==> config.mk <==
export PLATFORM = sky130hd
export DESIGN_NAME = botao_condicionador
export DESIGN_NICKNAME = d
export VERILOG_FILES = /design/src/rtl/botao_condicionador.sv
export SDC_FILE = /design/constraint.sdc
export NUM_CORES = 1
export LEC_CHECK = 0
export ABC_AREA = 1
export CAP_MARGIN = 25
export CELL_PAD_IN_SITES_DETAIL_PLACEMENT = 1
export CELL_PAD_IN_SITES_GLOBAL_PLACEMENT = 2
export CORE_AREA = 10 10 73 75
export DETAILED_ROUTE_END_ITERATION = 7
export DIE_AREA = 0 0 83 85
export GPL_ROUTABILITY_DRIVEN = 0
export PLACE_DENSITY = 0.86
export SETUP_SLACK_MARGIN = 0.4
export SLEW_MARGIN = 20
export SYNTH_ARGS = -nofsm -noshare
export SYNTH_HDL_FRONTEND = slang
export SYNTH_SLANG_ARGS = --single-unit
==> constraint.sdc <==
create_clock -name clk -period 1.8 [get_ports clk]
set_input_delay 0.27 -clock clk [delete_from_list [all_inputs] [get_ports clk]]
set_output_delay 0.27 -clock clk [all_outputs]
set_load 0.1 [all_outputs]
==> src/rtl/botao_condicionador.sv <==
// Pedestrian-button conditioner placed in front of the semaforo controller.
// Path: raw level -> two-flop synchronizer -> debounce -> one-cycle request
// pulse with a minimum spacing between requests and at most one pending press.
module botao_condicionador #(
  parameter logic [7:0] DEBOUNCE_CYCLES = 8'd4,
  parameter logic [7:0] LOCKOUT_CYCLES  = 8'd8
) (
  input  logic       clk,
  input  logic       rst,
  input  logic       bt_raw,
  output logic       bt,
  output logic       pressed,
  output logic       locked,
  output logic       lost,
  output logic [1:0] state_dbg
);

  // Request protocol towards semaforo: bt is a fire-and-forget pulse with no
  // ready/back-pressure. It is high for exactly one cycle per accepted press,
  // and two rising edges are never closer than LOCKOUT_CYCLES cycles.

  typedef enum logic [1:0] {
    IDLE      = 2'd0,
    LOCK      = 2'd1,
    LOCK_PEND = 2'd2
  } state_t;

  state_t     state;
  logic       s1;
  logic       s;
  logic       stable;
  logic [7:0] cnt;
  logic [7:0] lc;
  logic       rise;

  // Two-flop synchronizer for the asynchronous button level.
  always_ff @(posedge clk or posedge rst) begin
    if (rst) begin
      s1 <= 1'b0;
      s  <= 1'b0;
    end else begin
      s1 <= bt_raw;
      s  <= s1;
    end
  end

  // Debounce: accept a new level only after it has differed from the
  // accepted one for DEBOUNCE_CYCLES consecutive cycles; any agreement
  // in between restarts the count.
  always_ff @(posedge clk or posedge rst) begin
    if (rst) begin
      stable <= 1'b0;
      cnt    <= 8'd0;
    end else if (s == stable) begin
      cnt <= 8'd0;
    end else if (cnt == DEBOUNCE_CYCLES - 8'd1) begin
      stable <= s;
      cnt    <= 8'd0;
    end else begin
      cnt <= cnt + 8'd1;
    end
  end

  // A press event is the edge on which the accepted level goes 0 -> 1;
  // releases produce no event.
  assign rise = !stable && s && (cnt == DEBOUNCE_CYCLES - 8'd1);

  // Lockout FSM: issues bt, times the spacing, and remembers one press that
  // arrives during lockout. Further presses while one is pending are dropped.
  always_ff @(posedge clk or posedge rst) begin
    if (rst) begin
      state <= IDLE;
      lc    <= 8'd0;
      bt    <= 1'b0;
      lost  <= 1'b0;
    end else begin
      bt   <= 1'b0;
      lost <= 1'b0;
      case (state)
        IDLE: begin
          if (rise) begin
            bt    <= 1'b1;
            lc    <= LOCKOUT_CYCLES - 8'd1;
            state <= LOCK;
          end
        end
        LOCK: begin
          if (lc != 8'd0) begin
            lc <= lc - 8'd1;
            if (rise) state <= LOCK_PEND;
          end else if (rise) begin
            // Expiry coincides with a fresh press: serve it immediately.
            bt <= 1'b1;
            lc <= LOCKOUT_CYCLES - 8'd1;
          end else begin
            state <= IDLE;
          end
        end
        LOCK_PEND: begin
          if (lc != 8'd0) begin
            lc <= lc - 8'd1;
            if (rise) lost <= 1'b1;
          end else begin
            // Serve the pending press; a coincident press becomes the new
            // pending one.
            bt    <= 1'b1;
            lc    <= LOCKOUT_CYCLES - 8'd1;
            state <= rise ? LOCK_PEND : LOCK;
          end
        end
        default: begin
          state <= IDLE;
          lc    <= 8'd0;
        end
      endcase
    end
  end

  assign pressed   = stable;
  assign locked    = (state != IDLE);
  assign state_dbg = state;

endmodule

==> flow_summary.toml <==
[outcome]
status = "finished, final reports clean"

[layout]
mostFrequentLayoutCell = "nand2_1"
nets = 203
drive_above_1_share_pct = 39.0
antenna_cells = 0
fillers = 495
synthToLayoutAreaGrowth_pct = 38.5
final_cell_mix = "nand2_1, dfrtp_1, buf_4"
fin_util_pct = 47.1

[cts]
cts_made_buffers = 3
worstSkewPairLatency_ns = 0.27
cts_max_path_buffers = 2
h-tree-depth = 1
cts_tree = "yes"
clk_pin_slew_ns = 0.09
cts.sinks = 23
cts-root-buf = "clkbuf_8"

[timing]
fmaxAchievable_mhz = 683
period_share_pct = 81.3
whs_ns = 0.347
final.min_clock_period_ns = 1.46
worst_pin_slew_ns = 0.348
drv_slew = 0
setup_ws_ns = 0.337
rsz0062_at_grt = "true"
hold_viol_final = 0
setup_viol = 0
finClkSkew_ns = 0.00329
tns_ns = 0
slew_headroom_pct = 76.2

[worst_setup_path]
path_cells = "inv_2 > ha_4 > nand2_4 > nor2_8 > inv_2 > nand2_2 > o21ai_1 > a21oi_1"
arrival_ns = 1.65
critPathMaxFanout = 6
cp-end-kind = "register"
max_stage_delay_ns = 0.40
crit_buf_inv = 2
path_common_cell = "inv_2"
critPathLaunchType = "register"
slowest_stage = "dfrtp_1"
path_class = "reg2reg"
critPathTopFamily = "flip-flops"
r2r_setup_slack_ns = 0.34
cp.required_ns = 1.99

[grt]
grt_max_degree = 24
grt_pass1_vias = 1331
track_usage_pct = 10.9
grt_pass1_wl_mm = 6.44
antenna_found_initial = 0
grt_remaining_overflow = 0

[power]
powerDensity_nw_per_um2 = 1840
ir_worst_vdd_mv = 1.54
p_leak_nw = 0.864
power_mw = 3.40

[synth]
syn_area_um2 = 1330
ys_seq_elements = 23
netlist-cell-type-count = 25
yosys.area.top_type = "dfrtp_1"
ys.warnings.count = 0
syn_area_per_cell_um2 = 8.17
synth_seq_area_share_pct = 43.2
synthCells = 163
syn_nets = 170
yosys-top-cells-area = "dfrtp_1, nand2_1, nand3_1, nor2_1, inv_1"
synth_top_area_share_pct = 43.2

[floorplanning]
row_count = 23
die_area_um2 = 7060
die_w_um = 83
die_h_um = 85
initial_utilization_pct = 34.0
core_um2 = 3910
ios = 9

[job]
drv_cap = 0

[place]
io_buffers = 8
post-place-ws_ns = 0.298
hpwl_mm = 2.63

[route]
vias_per_cell = 4.92
ant_nets = 0
drt_iter0_drc = 61
drt-total-wl_mm = 4.14
dr.pass1.iters = 4
via_count = 1205
wl_per_cell_um = 16.9
drc = 0

[worst_hold_path]
worst_hold_path_type = "in2async"
## path summary, 6_finish.rpt
kind,startpoint,to,cells after the start
worst max-delay path,lc[1],lc[0],8
worst min-delay path,rst,lc[7],3
worst max register to register,lc[1],lc[0],8
worst min register to register,s1,s,0
max in group asynchronous,rst,state_dbg[0],3
min in group clk,s1,s,0
## synthesized netlist by cell type, drive strengths merged
master	instances
o21ai	5
nor2	27
o211ai	1
inv	22
a2111oi	1
nor3	4
xor2	4
nand3	17
a21oi	5
dfrtp	23
ha	4
nand2	43
o21a	1
xnor2	3
nand4	3
## metal layers
metal	vias up	global-route usage [%]	share of wire [%]
met1	597	11.9	42
met4	0	4.33	2.0
met3	9	2.49	2.9
met5	-	0	0
met2	15	19.9	53
li1	584	-	-
## flip-flops by register name, summed over array words and instances (netlist names)
name / cells
bt: 1
cnt: 8
lc: 8
lost: 1
pressed: 1
s: 1
s1: 1
state_dbg: 2
## where the power goes
group	leakage (nW)	switching (mW)	internal [mW]
registers	0.296	0.166	0.676
logic	0.543	1.36	0.864
clock network	0.0255	0.180	0.155
## stage by stage
step	std cells	area, um^2
5_1_grt	245	1840
3_3_place_gp	222	1550
2_1_floorplan	163	1370
4_1_cts	236	1680
3_5_place_dp	222	1550
6_report	245	1840
## cells by family (layout without fill, tap and decap cells)
family / count (synthesis) / after routing / share of synthesized area (%)
and+or+nand+nor: 94 / 94 / 36.7
buffers and inverters: 22 / 54 / 6.20
AOI/OAI and AO/OA: 13 / 13 / 5.55
xor gates and xnor gates: 7 / 7 / 4.61
adders and majority gates: 4 / 4 / 3.76
DFF: 23 / 23 / 43.2
## worst reg2reg max path: cells and delay by family, from the launching register on
| family | cells | cell delay [ns] |
|---|---|---|
| adder cells (fa/ha/maj) | 1 | 0.15 |
| buffers and inverters | 2 | 0.22 |
| AO/OA/AOI/OAI | 2 | 0.27 |
| AND/OR/NAND/NOR | 3 | 0.35 |
| flip-flops | 1 | 0.40 |
## cell type report
| class | count | area [um^2] | share of cell area, % |
|---|---|---|---|
| clock buffers | 3 | 41.3 | 2.24 |
| clock inverters | 1 | 5.00 | 0.271 |
| inverters | 22 | 92.6 | 5.02 |
| multi-input cells | 118 | 779 | 42.3 |
| flip-flops and latches | 23 | 587 | 31.8 |
| well taps | 50 | 62.6 | 3.39 |
| repair buffers | 28 | 277 | 15.0 |
## repair_timing
action	in CTS	in global routing
hold endpoints to repair	0	0
resized for setup	7	21
cloned	0	0
hold buffers	0	0
setup buffers	10	9
pin swaps	10	9
setup endpoints to repair	9	17
No activity file was read; power rests on OpenSTA's default activity.
